<file path="src/rtl/lpwb_pkg.sv">
// Shared parameters and write-port source encoding for the long-pipe writeback controller.
// Optional same-cycle completion forwarding is enabled by defining LPWB_BYPASS_EN.
package lpwb_pkg;

    localparam int LPWB_DEPTH = 4;
    localparam int LPWB_AW    = 2;
    localparam int LPWB_XLEN  = 64;
    localparam int LPWB_RAW   = 5;

    // Which source feeds the register-file write port this cycle.
    typedef enum logic [1:0] {
        WR_NONE = 2'd0,
        WR_SLOT = 2'd1,
        WR_CMP0 = 2'd2,
        WR_CMP1 = 2'd3
    } wr_src_e;

endpackage

</file>
<file path="src/rtl/lpwb_entry.sv">
// One writeback slot: valid/done flags, destination register and captured result.
module lpwb_entry
    import lpwb_pkg::*;
#(
    parameter int XLEN = LPWB_XLEN,
    parameter int RAW  = LPWB_RAW
) (
    input  logic            clk,
    input  logic            rst,
    input  logic            alloc,
    input  logic [RAW-1:0]  alloc_rd,
    input  logic            set,
    input  logic [XLEN-1:0] set_data,
    input  logic            clr,
    output logic            vld,
    output logic            done,
    output logic [RAW-1:0]  rd,
    output logic [XLEN-1:0] data
);

    // Slot state; allocation and retirement never target the same slot in one cycle.
    always_ff @(posedge clk or posedge rst) begin
        if (rst) begin
            vld  <= 1'b0;
            done <= 1'b0;
            rd   <= {RAW{1'b0}};
            data <= {XLEN{1'b0}};
        end else if (alloc) begin
            vld  <= 1'b1;
            done <= 1'b0;
            rd   <= alloc_rd;
        end else if (clr) begin
            vld  <= 1'b0;
            done <= 1'b0;
        end else if (set) begin
            done <= 1'b1;
            data <= set_data;
        end
    end

endmodule

</file>
<file path="src/rtl/lpwb_ctrl.sv">
// Long-pipe writeback controller: in-order retirement of out-of-order completions.
// Define LPWB_BYPASS_EN to forward a completion that hits the waiting head straight to the write port.
module lpwb_ctrl
    import lpwb_pkg::*;
#(
    parameter int DEPTH = LPWB_DEPTH,
    parameter int AW    = LPWB_AW,
    parameter int XLEN  = LPWB_XLEN,
    parameter int RAW   = LPWB_RAW
) (
    input  logic            clk,
    input  logic            rst,
    input  logic            disp_en,
    input  logic [RAW-1:0]  disp_rd,
    output logic [AW-1:0]   disp_itag,
    output logic            lpwb_full,
    output logic            lpwb_empty,
    input  logic            cmp0_valid,
    output logic            cmp0_ready,
    input  logic [AW-1:0]   cmp0_itag,
    input  logic [XLEN-1:0] cmp0_wdata,
    input  logic            cmp1_valid,
    output logic            cmp1_ready,
    input  logic [AW-1:0]   cmp1_itag,
    input  logic [XLEN-1:0] cmp1_wdata,
    output logic            rf_wen,
    output logic [RAW-1:0]  rf_waddr,
    output logic [XLEN-1:0] rf_wdata,
    input  logic            rf_wready,
    output logic            wb_en
);

    logic [AW:0]     wptr_r, rptr_r;
    logic [AW-1:0]   head_s;
    logic            disp_fire_s;
    logic            byp_ret_s;
    logic            head_live_s;
    wr_src_e         src_s;
    logic [XLEN-1:0] sel_data_s;
    logic [DEPTH-1:0] vld_s, done_s, alloc_s, set_s, clr_s;
    logic [RAW-1:0]  rd_s [DEPTH];
    logic [XLEN-1:0] data_s [DEPTH];
    logic [XLEN-1:0] set_data_s [DEPTH];

    // The extra pointer bit distinguishes full from empty when the indices match.
    assign head_s      = rptr_r[AW-1:0];
    assign disp_itag   = wptr_r[AW-1:0];
    assign lpwb_empty  = (wptr_r == rptr_r);
    assign lpwb_full   = (wptr_r[AW-1:0] == rptr_r[AW-1:0]) && (wptr_r[AW] != rptr_r[AW]);
    assign disp_fire_s = disp_en && !lpwb_full;

    assign cmp0_ready = cmp0_valid && vld_s[cmp0_itag] && !done_s[cmp0_itag];
    assign cmp1_ready = cmp1_valid && vld_s[cmp1_itag] && !done_s[cmp1_itag]
                        && !(cmp0_ready && (cmp0_itag == cmp1_itag));

    // Select the write-port source: a completed head, or a completion hitting the head.
    always_comb begin
        src_s = WR_NONE;
        if (vld_s[head_s] && done_s[head_s]) begin
            src_s = WR_SLOT;
        end
`ifdef LPWB_BYPASS_EN
        else if (cmp0_ready && (cmp0_itag == head_s)) begin
            src_s = WR_CMP0;
        end else if (cmp1_ready && (cmp1_itag == head_s)) begin
            src_s = WR_CMP1;
        end
`endif
        else begin
            src_s = WR_NONE;
        end
    end

    // Write-port drive; address and data read as zero whenever no write is requested.
    always_comb begin
        case (src_s)
            WR_SLOT: sel_data_s = data_s[head_s];
            WR_CMP0: sel_data_s = cmp0_wdata;
            WR_CMP1: sel_data_s = cmp1_wdata;
            default: sel_data_s = {XLEN{1'b0}};
        endcase
        head_live_s = (src_s != WR_NONE);
        rf_wen      = head_live_s && (rd_s[head_s] != {RAW{1'b0}});
        if (rf_wen) begin
            rf_waddr = rd_s[head_s];
            rf_wdata = sel_data_s;
        end else begin
            rf_waddr = {RAW{1'b0}};
            rf_wdata = {XLEN{1'b0}};
        end
        wb_en     = head_live_s && ((rd_s[head_s] == {RAW{1'b0}}) || rf_wready);
        byp_ret_s = wb_en && ((src_s == WR_CMP0) || (src_s == WR_CMP1));
    end

    // Per-slot allocate / complete / retire enables; a forwarded retire never marks done.
    always_comb begin
        for (int i = 0; i < DEPTH; i++) begin
            alloc_s[i] = disp_fire_s && (wptr_r[AW-1:0] == AW'(i));
            clr_s[i]   = wb_en && (head_s == AW'(i));
            set_s[i]   = ((cmp0_ready && (cmp0_itag == AW'(i))) ||
                          (cmp1_ready && (cmp1_itag == AW'(i))))
                         && !(byp_ret_s && (head_s == AW'(i)));
            if (cmp0_ready && (cmp0_itag == AW'(i))) begin
                set_data_s[i] = cmp0_wdata;
            end else begin
                set_data_s[i] = cmp1_wdata;
            end
        end
    end

    // Write and read pointers; the top bit toggles naturally on wrap.
    always_ff @(posedge clk or posedge rst) begin
        if (rst) begin
            wptr_r <= {(AW+1){1'b0}};
            rptr_r <= {(AW+1){1'b0}};
        end else begin
            if (disp_fire_s) begin
                wptr_r <= wptr_r + {{AW{1'b0}}, 1'b1};
            end
            if (wb_en) begin
                rptr_r <= rptr_r + {{AW{1'b0}}, 1'b1};
            end
        end
    end

    for (genvar g = 0; g < DEPTH; g++) begin : g_slot
        lpwb_entry #(
            .XLEN(XLEN),
            .RAW (RAW)
        ) u_entry (
            .clk     (clk),
            .rst     (rst),
            .alloc   (alloc_s[g]),
            .alloc_rd(disp_rd),
            .set     (set_s[g]),
            .set_data(set_data_s[g]),
            .clr     (clr_s[g]),
            .vld     (vld_s[g]),
            .done    (done_s[g]),
            .rd      (rd_s[g]),
            .data    (data_s[g])
        );
    end

endmodule

</file>
<file path="config.mk">
export PLATFORM = sky130hd
export DESIGN_NAME = lpwb_ctrl
export DESIGN_NICKNAME = d
export VERILOG_FILES = /design/src/rtl/lpwb_pkg.sv /design/src/rtl/lpwb_entry.sv /design/src/rtl/lpwb_ctrl.sv
export SDC_FILE = /design/constraint.sdc
export NUM_CORES = 1
export LEC_CHECK = 0
export BUFFER_PORTS_ARGS = -buffer_cell sky130_fd_sc_hd__buf_2
export CAP_MARGIN = 30
export CORE_MARGIN = 4
export CORE_UTILIZATION = 40
export DETAILED_ROUTE_END_ITERATION = 7
export GPL_TIMING_DRIVEN = 1
export PLACE_DENSITY = 0.56
export SLEW_MARGIN = 0
export SYNTH_ARGS = -nofsm -noshare
export SYNTH_HDL_FRONTEND = slang
export SYNTH_SLANG_ARGS = --single-unit
</file>
<file path="constraint.sdc">
create_clock -name clk -period 16.7 [get_ports clk]
set_input_delay 0.835 -clock clk [delete_from_list [all_inputs] [get_ports clk]]
set_output_delay 0.835 -clock clk [all_outputs]
set_load 0.05 [all_outputs]
</file>
# Word-level counts from Yosys, hierarchy flattened
# Cells that the tools add are included.
# totals
ff_bits	290
input_bits	143
# op_classes
add_sub_neg	2
order_cmp	4
eq_ne	19
mux	46
n_bitwise	9
reduce_logical	69
# ops
cell	count
64-bit 2-to-1 mux	7
64-bit case mux with 3 select lines	1
64-bit binary-select mux with 2-bit select	1
1-bit logical AND	36
1-bit 2-to-1 mux	27
2-bit == test (second input constant)	10
5-bit 2-to-1 mux	3
1-bit binary-select mux with 2-bit select	6
3-bit AND reduction	4
3-bit nonzero test	4
5-bit binary-select mux with 2-bit select	1
2-bit by 1-bit == test with 1-bit output (second input constant)	5
2-bit nonzero test	5
2-bit by 3-bit < comparator with 1-bit output (second input constant)	3
1-bit zero test	8
2-bit zero test	4
1-bit inverter	8
3-bit by 1-bit adder with 3-bit output (second input constant)	2
1-bit logical OR	6
5-bit zero test	1
5-bit nonzero test	1
2-bit == test	2
3-bit == test	1
3-bit >= comparator (second input constant)	1
other kinds (2)	2

# Logic depth before layout (Yosys ltp)
# logic_depth
word_depth	14
mapped_depth	10
mapped_depth_nobuf	6

# Modules after synthesis
# From an unflattened synthesis, not the netlist that was laid out.
# hier_totals
hier_cells	1175
area_unflattened_um2	18373.9
# by_module_without_submodules
module	n_inst	cells_per_inst	area_each_um2
lpwb_entry	4	154	2959.1
lpwb_ctrl	1	559	6537.5

# Worst setup path after synthesis
# OpenSTA, ideal clock, no wires.
# synth_timing
path_kind	register -> output
from	register rptr_r[0]
to	output port rf_wdata[0]
t_arrival_ps	2220
required_time_ps	15865
setup_slack_ps	13645
path_stages_with_launch	6
path_buffers	3
cell_sequence	dfrtp_1 buf_2 buf_1 clkbuf_1 mux4_2 and3_1
# synth_between
elab_chain_len	7
# synth_rtl
element	line	text
start, declared	lpwb_ctrl.sv:33	logic [AW:0] wptr_r, rptr_r;
start signal, assigned	lpwb_ctrl.sv:115	rptr_r <= {(AW+1){1'b0}};
start signal, assigned	lpwb_ctrl.sv:121	rptr_r <= rptr_r + {{AW{1'b0}}, 1'b1};
1-bit binary-select mux with 2-bit select or 2-bit inverter with 3-bit output (tied branches)	lpwb_ctrl.sv:59, lpwb_ctrl.sv:77, lpwb_ctrl.sv:83	
1-bit 2-to-1 mux (not written as such) or 5-bit binary-select mux with 2-bit select (tied branches)	lpwb_ctrl.sv:59, lpwb_ctrl.sv:83	
1-bit logical AND or 5-bit 2-to-1 mux (tied branches)	lpwb_ctrl.sv:59, lpwb_ctrl.sv:83	
1-bit 2-to-1 mux or 5-bit 2-to-1 mux (tied branches)	lpwb_ctrl.sv:59, lpwb_ctrl.sv:83	
2-bit == test (tied with other cells)	lpwb_ctrl.sv:76	case (src_s)
64-bit case mux with 3 select lines or 1-bit logical AND (tied branches)	lpwb_ctrl.sv:76, lpwb_ctrl.sv:83	
64-bit 2-to-1 mux (*)	lpwb_ctrl.sv:84	if (rf_wen) begin
end, declared	lpwb_ctrl.sv:28	output logic [XLEN-1:0] rf_wdata,
# Mark *: on every way between the ends. The rest lies on a longest branch, timed or not. The select of a mux whose other input is x is not followed.

# Worst setup path in the final report
# layout_timing
from	register rptr_r[1]
to	output port rf_wdata[13]
# The elaborated chain is that of the path after synthesis.

==> run metrics <==
Tot GR Track Use 0.197; DRT antenna net count 0; PwrDens 211 nW/um2; CP max stage cell dfrtp_4; final-stage net count 1,487; synthesis warning total 0; max cap viols 0; vias 10,400; CP startpoint kind register; Cells after Synth 1,150; WS Path Type register to output port; DR WL/cell 23.4 um; Buf/Inv on CP 4; P_sw 1.64 mW; HPWL Detailed 27,100 um; GRT overflow 0; worst path required time 15.87 ns; row count 74; H-tree depth 2; crit-path cells buf_4, buf_12, mux4_2, nor3_2, nand2_2, buf_16, and3_1, buf_2; worst hold path type input pin to asynchronous set/reset pin; RSZ-0062 raised after global routing no; endpoints failing setup 0; count of cell types in the netlist 39; Largest delay share family, worst path buffers and inverters; largest net degree at the start of global routing 124; Ports 220; Max clock buf depth 3; clock sink count 290; hold_buf cts 0; clk_lat worst skew 0.54 ns; Worst Setup SP rptr_r[1]$_DFFE_PP0N_; Seq/Total Area, Yosys 0.432; core area 41,200 um2; Clock Power Share 0.199; crit path capture type output port; Post-synth EDFFs 0; Final Max Tran Viols 0; first-pass GRT wire length 69,400 um; full die area 45,400 um2; Sw Ratio 0.398; Synth area leader dfrtp_1; Yosys reg bits 290; largest fanout on the critical path 33; post-layout minimum cycle time 4.94 ns; # Post-CTS Setup Buffers 0; TritonCTS Buffers 37; Max IR drop VDD 0.126 mV; Hold Vio Cnt, Final 0; drt total wl 44,600 um; power share of the combinational group 0.486; Area growth, synth to finish 15.8%; Async SR Flop Fraction 1.00; initial antenna violation count 13; routed vias/inst 5.48; die height 213 um; cells resized by post-CTS repair 0; final setup TNS 0 ns; First DRT Iteration DRCs 467; dpl cells 1,828; upper clock frequency limit 202 MHz; fin crit share 0.296; PortBufs 219; Yosys top cell area share 0.432; share of cells above drive strength 1 0.673; Root Buffer clkbuf_16; top-count cell post-synth mux2_2; Max Clock Skew 0.0257 ns; Worst Path Arrival 4.11 ns; Syn Area/Cell 14.6 um2; syn nets 1,301; CTS clk-pin slew, worst paths 0.06 ns; actual slew at the worst max-slew pin 0.913 ns; P_leak 8.64 nW; initial core utilization 0.408; register share of total power 0.315; Final Non-Filler Cells 1,904; Slew headroom 0.391; reg-to-reg startpoint rptr_r[1]$_DFFE_PP0N_; CP peak stage delay 0.67 ns; drc violations 0; ys flop type dfrtp_1; DR pass1 iterations 4; result of the run completed; most frequent cells after synthesis mux2_2 (473), dfrtp_1 (290), mux4_2 (71); vias in the first global route 11,400; synthesized cell area 16,800 um2; synth top area cells dfrtp_1 (43%), mux2_2 (32%), mux4_2 (9.5%); Die W 213 um; CTS tree yes; internal power 2.47 mW; placer congestion estimate 0.756
[cell type report]
type / count / area (um2)
fillers: 3679 / 21700
multi-input cells: 761 / 8940
repair buffers: 238 / 1290
well taps: 532 / 666
diodes: 9 / 22.5
flip-flops and latches: 290 / 7260
clock inverters: 10 / 129
clock buffers: 56 / 1110
inverters: 8 / 37.5
[state kept, by name, summed over array words and instances (netlist names)]
signal	count
g_slot.u_entry.data	256
g_slot.u_entry.rd	20
g_slot.u_entry.done	4
g_slot.u_entry.vld	4
rptr_r	3
wptr_r	3
[stage by stage]
stage | setup slack, ns | hold WS [ns] | utilization | power, mW | area (um2)
global placement | 11.84 | 0.478 | 0.440 | 3.29 | 18100
global route | 11.60 | 0.139 | 0.472 | 4.33 | 19500
detailed placement | 12.07 | 0.488 | 0.441 | 3.33 | 18200
floorplan | 7.86 | 0.465 | - | 2.85 | 16800
CTS | 11.71 | 0.498 | 0.471 | 4.16 | 19400
finish | 11.76 | 0.164 | 0.472 | 4.11 | 19500
[layer usage]
metal | share of wire | track usage | vias to the layer above
met5 | 0.0012 | 0 | -
li1 | - | - | 4686
met3 | 0.043 | 0.0376 | 67
met1 | 0.45 | 0.266 | 5459
met4 | 0.019 | 0.0535 | 10
met2 | 0.48 | 0.328 | 216
[power by group through the flow]
stage          combinational [mW]  sequential, mW  clock [mW]
2_1_floorplan                1.66            1.19           0
3_3_place_gp                 1.99            1.30           0
3_5_place_dp                 2.03            1.30           0
6_report                     2.00            1.29       0.818
4_1_cts                      2.03            1.30       0.839
5_1_grt                      2.12            1.34       0.867
[kinds of logic (layout without fill, tap and decap cells)]
kind of cell | Yosys count | in the layout | synth area share
buffers and inverters | 99 | 312 | 0.0384
multiplexers | 606 | 606 | 0.467
flip-flops | 290 | 290 | 0.432
other | 0 | 9 | 0
adder cells (fa/ha/maj) | 8 | 8 | 0.00595
AND/OR/NAND/NOR | 119 | 119 | 0.0430
AO/OA/AOI/OAI | 19 | 19 | 0.00923
XOR/XNOR | 9 | 9 | 0.00469
[final timing paths]
path                                                           to  slack, ns  depth (start not counted)
max                                                  rf_wdata[13]      11.76                          8
min                        g_slot[0].u_entry.data[19]$_DFFE_PP0P_       0.16                          2
max reg2reg                g_slot[3].u_entry.data[24]$_DFFE_PP0P_      12.15                          9
min reg2reg                                 wptr_r[2]$_DFFE_PP0N_       0.50                          1
max in group asynchronous  g_slot[0].u_entry.data[32]$_DFFE_PP0P_      14.22                          5
min in group clk                            wptr_r[2]$_DFFE_PP0N_       0.50                          1
[placed cells by master (no fill, tap or decap), drive strengths merged]
cell type  netlist  layout
mux2           534     534
dfrtp          290     290
buf             58     238
mux4            71      71
and3            65      65
clkbuf          33      56
nand2           22      22
nand3           11      11
diode            0       9
inv              8       9
ha               8       8
and2             7       7
xnor2            6       6
clkinv           0       6
o21ai            6       6
nor2             4       4
nor3             4       4
xor2             3       3
bufinv           0       3
or3b             3       3
o211a            3       3
a21oi            2       2
nand3b           2       2
o211ai           1       1
o21a             1       1
a21o             1       1
a2111oi          1       1
mux2i            1       1
o21bai           1       1
nor2b            1       1
o31ai            1       1
o2111a           1       1
a221oi           1       1
No activity file was read; power rests on OpenSTA's default activity.
